===== config.mk =====
export PLATFORM = sky130hd
export DESIGN_NAME = axis_broadcaster_buffered
export DESIGN_NICKNAME = d
export VERILOG_FILES = /design/src/rtl/axis_broadcaster_buffered.sv
export SDC_FILE = /design/constraint.sdc
export NUM_CORES = 1
export LEC_CHECK = 0
export CORE_MARGIN = 2
export CORE_UTILIZATION = 45
export CTS_CLUSTER_SIZE = 14
export DETAILED_ROUTE_END_ITERATION = 8
export HOLD_SLACK_MARGIN = 0.15
export SLEW_MARGIN = 20
export SYNTH_ARGS = -nofsm -noshare
export SYNTH_HDL_FRONTEND = slang
export SYNTH_SLANG_ARGS = --single-unit

===== constraint.sdc =====
create_clock -name AXIS_ACLK -period 11.6 [get_ports AXIS_ACLK]
set_input_delay 3.48 -clock AXIS_ACLK [delete_from_list [all_inputs] [get_ports AXIS_ACLK]]
set_output_delay 3.48 -clock AXIS_ACLK [all_outputs]
set_load 0.01 [all_outputs]

===== src/rtl/axis_broadcaster_buffered.sv =====
// axis_broadcaster_buffered: N-way AXI4-Stream fan-out with a small FIFO per output and a packet-latched enable mask.
// Define AXIS_BCAST_STATS_EN to add the STALL_COUNT/PKT_COUNT statistics outputs.
module axis_broadcaster_buffered #(
    parameter int DATA_WIDTH  = 32,
    parameter int NUM_OUTPUTS = 3,
    parameter int FIFO_DEPTH  = 4
) (
    input  logic                              AXIS_ACLK,
    input  logic                              AXIS_ARESETN,
    input  logic [NUM_OUTPUTS-1:0]            OUT_ENABLE,
    input  logic [DATA_WIDTH-1:0]             S_AXIS_TDATA,
    input  logic                              S_AXIS_TVALID,
    input  logic                              S_AXIS_TLAST,
    output logic                              S_AXIS_TREADY,
    output logic [NUM_OUTPUTS*DATA_WIDTH-1:0] M_AXIS_TDATA,
    output logic [NUM_OUTPUTS-1:0]            M_AXIS_TVALID,
    output logic [NUM_OUTPUTS-1:0]            M_AXIS_TLAST,
    input  logic [NUM_OUTPUTS-1:0]            M_AXIS_TREADY
`ifdef AXIS_BCAST_STATS_EN
    ,
    output logic [31:0]                       STALL_COUNT,
    output logic [31:0]                       PKT_COUNT
`endif
);
    localparam int AW = $clog2(FIFO_DEPTH);
    localparam int CW = AW + 1;

    typedef enum logic {IDLE, IN_PKT} state_t;

    state_t                 state_q;
    logic [NUM_OUTPUTS-1:0] active_mask_q, eff_mask, full, push;
    logic                   accept;

    // Ready depends only on FIFO occupancy, never on the sinks' TREADY.
    always_comb begin
        eff_mask      = (state_q == IDLE) ? OUT_ENABLE : active_mask_q;
        S_AXIS_TREADY = AXIS_ARESETN & (&(~eff_mask | ~full));
        accept        = S_AXIS_TVALID & S_AXIS_TREADY;
        push          = accept ? eff_mask : '0;
    end

    always_ff @(posedge AXIS_ACLK) begin
        if (!AXIS_ARESETN) begin
            state_q       <= IDLE;
            active_mask_q <= '0;
        end else if (accept) begin
            if (state_q == IDLE) active_mask_q <= OUT_ENABLE;
            state_q <= S_AXIS_TLAST ? IDLE : IN_PKT;
        end
    end

    for (genvar i = 0; i < NUM_OUTPUTS; i++) begin : g_out
        logic [DATA_WIDTH:0] mem_q [FIFO_DEPTH];
        logic [AW-1:0]       wr_q, rd_q;
        logic [CW-1:0]       cnt_q, cnt_d;
        logic                pop;

        assign full[i]          = cnt_q == CW'(FIFO_DEPTH);
        assign M_AXIS_TVALID[i] = cnt_q != '0;
        assign pop              = M_AXIS_TVALID[i] & M_AXIS_TREADY[i];
        assign cnt_d            = cnt_q + CW'(push[i]) - CW'(pop);
        assign {M_AXIS_TLAST[i], M_AXIS_TDATA[i*DATA_WIDTH +: DATA_WIDTH]} =
            M_AXIS_TVALID[i] ? mem_q[rd_q] : '0;

        always_ff @(posedge AXIS_ACLK) begin
            if (push[i]) mem_q[wr_q] <= {S_AXIS_TLAST, S_AXIS_TDATA};
        end

        always_ff @(posedge AXIS_ACLK) begin
            if (!AXIS_ARESETN) begin
                wr_q  <= '0;
                rd_q  <= '0;
                cnt_q <= '0;
            end else begin
                wr_q  <= wr_q + AW'(push[i]);
                rd_q  <= rd_q + AW'(pop);
                cnt_q <= cnt_d;
            end
        end
    end

`ifdef AXIS_BCAST_STATS_EN
    logic [31:0] stall_q, pkt_q;

    always_ff @(posedge AXIS_ACLK) begin
        if (!AXIS_ARESETN) begin
            stall_q <= '0;
            pkt_q   <= '0;
        end else begin
            if (S_AXIS_TVALID & ~S_AXIS_TREADY & (stall_q != '1)) stall_q <= stall_q + 32'd1;
            if (accept & S_AXIS_TLAST & (pkt_q != '1)) pkt_q <= pkt_q + 32'd1;
        end
    end

    assign STALL_COUNT = stall_q;
    assign PKT_COUNT   = pkt_q;
`endif
endmodule


; ---- Word-level counts from Yosys, hierarchy flattened
; Memory sizes are Yosys's and may differ from the RTL's. A register that Yosys moved wholly into a read port is not among the register bits.
; Index checks and enable logic that the tools add are counted.
[totals]
register_bits = 25
mem_count = 3
elab_cells = 56
ram_bits = 396
out_inout_bits = 103
[mem_list]
columns = memory, words, width, read_ports, rd_clocked_by_memory_dff, wr, line
row1 = g_out[0].mem_q, 4, 33, 1, 1, 1, 53  ; logic [DATA_WIDTH:0] mem_q [FIFO_DEPTH];
row2 = g_out[1].mem_q, 4, 33, 1, 1, 1, 53
row3 = g_out[2].mem_q, 4, 33, 1, 1, 1, 53
[op_classes]
n_eq_ne = 3
n_bitwise = 8
reduce_logical = 4
addsub = 12
n_mux = 15
[ops]
columns = op, n
row1 = $mux W33, 3
row2 = $add A2 B1 Y2, 6
row3 = $add A3 B1 Y3, 3
row4 = $eq A3 B3 Y1 const B, 3
row5 = $reduce_bool A3 Y1, 3
row6 = $sub A3 B1 Y3, 3
row7 = $mux W1, 7
row8 = $mux W2, 3
row9 = $mux W3, 2
row10 = $not A3 Y3, 2
row11 = $and A1 B1 Y1, 5
row12 = $or A3 B3 Y3, 1
row13 = $reduce_and A3 Y1, 1

; ---- Depth between registers and ports, before layout
[logic_depth]
depth_word = 9
mapped_depth = 10
depth_no_buf = 10

; ---- Least setup slack after synthesis
; Ideal clock, no wire load.
[synth_path]
path_kind = input to output
startpoint = input port OUT_ENABLE[0]
endpoint = output port S_AXIS_TREADY
path_buffers = 0
arrival_time_ns = 4.448
path_stages = 3
slack_ns = 3.672
required_time_ns = 8.120
path_cell_list = mux2_4 a222oi_1 and2_2
[synth_between]
elab_chain_len = 5
[synth_rtl]
columns = item, line
row1 = from (decl), 10  ; input logic [NUM_OUTPUTS-1:0] OUT_ENABLE,
row2 = $mux W3, n/a
row3 = $not A3 Y3, 37  ; S_AXIS_TREADY = AXIS_ARESETN & (&(~eff_mask | ~full));
row4 = $or A3 B3 Y3, 37
row5 = $reduce_and A3 Y1, 37
row6 = $and A1 B1 Y1, 37
row7 = to (decl), 14  ; output logic S_AXIS_TREADY,
; Every way passes these cells.

; ---- Worst setup path after layout
; Same ends and word-level chain as after synthesis.

==> out/results.tsv <==
metric	value	unit
syn_inst	768	
postCtsHoldBufs	0	
p_per_area	213	mW/mm2
startpoint_type	input port	
cts_sinks	421	
drive_above_1_share	0.212	
worstMarginPinSlew	1.08	ns
final_cell_mix	396 x edfxtp_1, 144 x clkdlybuf4s50_1, 102 x nor2b_1, 99 x mux4_2, 44 x clkbuf_16	
initial_core_util	0.456	
cts_buffers	43	
clock.fmax	110	MHz
grt_max_degree	36	
hold_path.class	flop to flop	
gp_congestion	0.707	
cts_root_buffer	clkbuf_16	
clkLatencyLatePin	0.52	ns
grt_usage	0.177	
diodes	0	
layout_commonest_cell	edfxtp_1	
port_buffers	144	
grt_pass1_vias	7835	
final_cells	1432	
critical_path_class	input port to output port	
crit_family	buffers and inverters	
io_pins	145	
die_w	194	um
fin_crit_sh	0.781	
die_h	194	um
path_clk_slew	0.06	ns
setup_tns	0	ns
post-cts-setup-buffer-count	0	
overflow	0	
syn2layout_area_growth	20.9	%
rsz0062_at_grt	false	
period_needed	9.06	ns
nNetsFinal	997	
routedWlPerCell	23.2	um
crit_top_cell	clkdlybuf4s50_1	
cap_viol_max_count	0	
fp.dieArea	0.0375	mm2
slew_headroom	0.281	
outcome	finished, final reports clean	
hold_slack	0.570	ns
cts_tree	yes	
routed_wl	33200	um
cts_resized	0	
cp_cell_sequence	clkdlybuf4s50_1 > mux2_4 > a222oi_1 > and2_2 > clkdlybuf4s50_1	
final-max-slew-violation-count	0	
synthesis.area	0.0162	mm2
path_max_fanout	4	
viasPerCell	5.34	
syn_avg_cell_area	21.1	um2
fp-row-count	69	
core	0.0355	mm2
grt_pass1_wl	49800	um
hold_viol_final	0	
nFillCells	2741	
crit_slowest_cell	clkdlybuf4s50_1	
irDropWorstVdd	0.115	mV
place_ws	2.57	ns
syn_nets	825	
place.detailed.instances	1356	
critPathRequiredTime	8.12	ns
ant_nets	0	
drt-pass1-iter-count	5	
clock_skew	0.0113	ns
synth_warnings	0	
power.leakage	6.16	nW
vias	7654	
crit_path_end_kind	output port	
ys_seq_area_frac	0.766	
setup_ws	2.54	ns
cp_num_buf_inv	2	
ys_ff_latch	421	
synthDistinctLibCells	29	
post-route-util	0.552	
max_stage_delay	0.54	ns
route.detailed.drc	0	
drtIter0Drc	596	
dp_hpwl	18700	um
setup_viol	0	
clockBufferDepth	3	
antenna_found_initial	0	
arrival	5.58	ns
r2r_slack	8.48	ns
htreeDepth	2	
==> cells in the mapped netlist, drive strengths merged <==
cell | number | area (um2)
nor2 | 14 | 52.6
buf | 11 | 52.6
nor3 | 6 | 30.0
xor2 | 2 | 17.5
nand2 | 7 | 26.3
nor2b | 102 | 638
nand4 | 3 | 18.8
nor3b | 9 | 67.6
a21oi | 4 | 20.0
a21boi | 1 | 7.51
inv | 17 | 63.8
mux4 | 99 | 2230
and2 | 11 | 70.1
ha | 12 | 150
a311oi | 1 | 8.76
a222oi | 1 | 10.0
a22oi | 1 | 7.51
a211oi | 1 | 7.51
mux2 | 3 | 37.5
edfxtp | 396 | 11900
dfxtp | 25 | 500
a31o | 3 | 26.3
xnor2 | 10 | 87.6
and2b | 1 | 8.76
fa | 3 | 60.1
clkbuf | 25 | 93.8
==> layout make-up <==
type                    count  area, um2  share of cell area
flip-flops and latches    421      12400               0.634
multi-input cells         294       3660               0.187
repair buffers            163       1580              0.0809
clock buffers              53       1150              0.0590
well taps                 461        577              0.0295
clock inverters            23        125             0.00639
inverters                  17       63.8             0.00326
==> worst paths after layout <==
check                                from                            to  cells after the start
max reg2reg          state_q$_SDFFE_PN0N_  g_out[2].cnt_q[2]$_SDFF_PN0_                     10
max                         OUT_ENABLE[0]                 S_AXIS_TREADY                      5
min reg2reg  g_out[2].cnt_q[2]$_SDFF_PN0_  g_out[2].cnt_q[2]$_SDFF_PN0_                      2
min          g_out[2].cnt_q[2]$_SDFF_PN0_  g_out[2].cnt_q[2]$_SDFF_PN0_                      2
==> registers in the layout, indices dropped and copies added, names as in the netlist <==
name,count
active_mask_q,3
g_out.cnt_q,9
g_out.mem_q,396
g_out.rd_q,6
g_out.wr_q,6
state_q,1
==> through the flow <==
step                power, mW  cell area, um2
global route             4.37           19600
detailed placement       2.99           18300
finish                   4.18           19600
global placement         2.98           18300
CTS                      4.24           19600
floorplan                2.42           16200
==> kinds of logic (layout without fill, tap and decap cells) <==
group,Yosys count,count (layout),synth area share
adders and majority gates,15,15,0.0130
AOI/OAI and AO/OA,12,12,0.00541
DFF,421,421,0.766
buffers and inverters,53,256,0.0130
muxes,102,102,0.140
and+or+nand+nor,153,153,0.0564
xor gates and xnor gates,12,12,0.00649
==> layer usage <==
| metal | part of all wire | wire length [um] | GRT usage |
|---|---|---|---|
| met2 | 0.50 | 16500 | 0.292 |
| met5 | 0 | 0 | 0 |
| met1 | 0.45 | 14800 | 0.253 |
| met4 | 0.014 | 475 | 0.0339 |
| met3 | 0.041 | 1350 | 0.0282 |
==> worst min-delay path: stages, from the launching register on <==
cell     delay (ns)
dfxtp_1        0.38
xnor2_1        0.09
nor2_1         0.07
==> power by group <==
group          total, mW  internal, mW  leakage, nW  switching [mW]
registers           1.80          1.72         3.78          0.0821
logic               1.13         0.620         1.76           0.509
clock network       1.25         0.706        0.620           0.543
total               4.18          3.04         6.16            1.13
No activity file was read; power rests on OpenSTA's default activity.
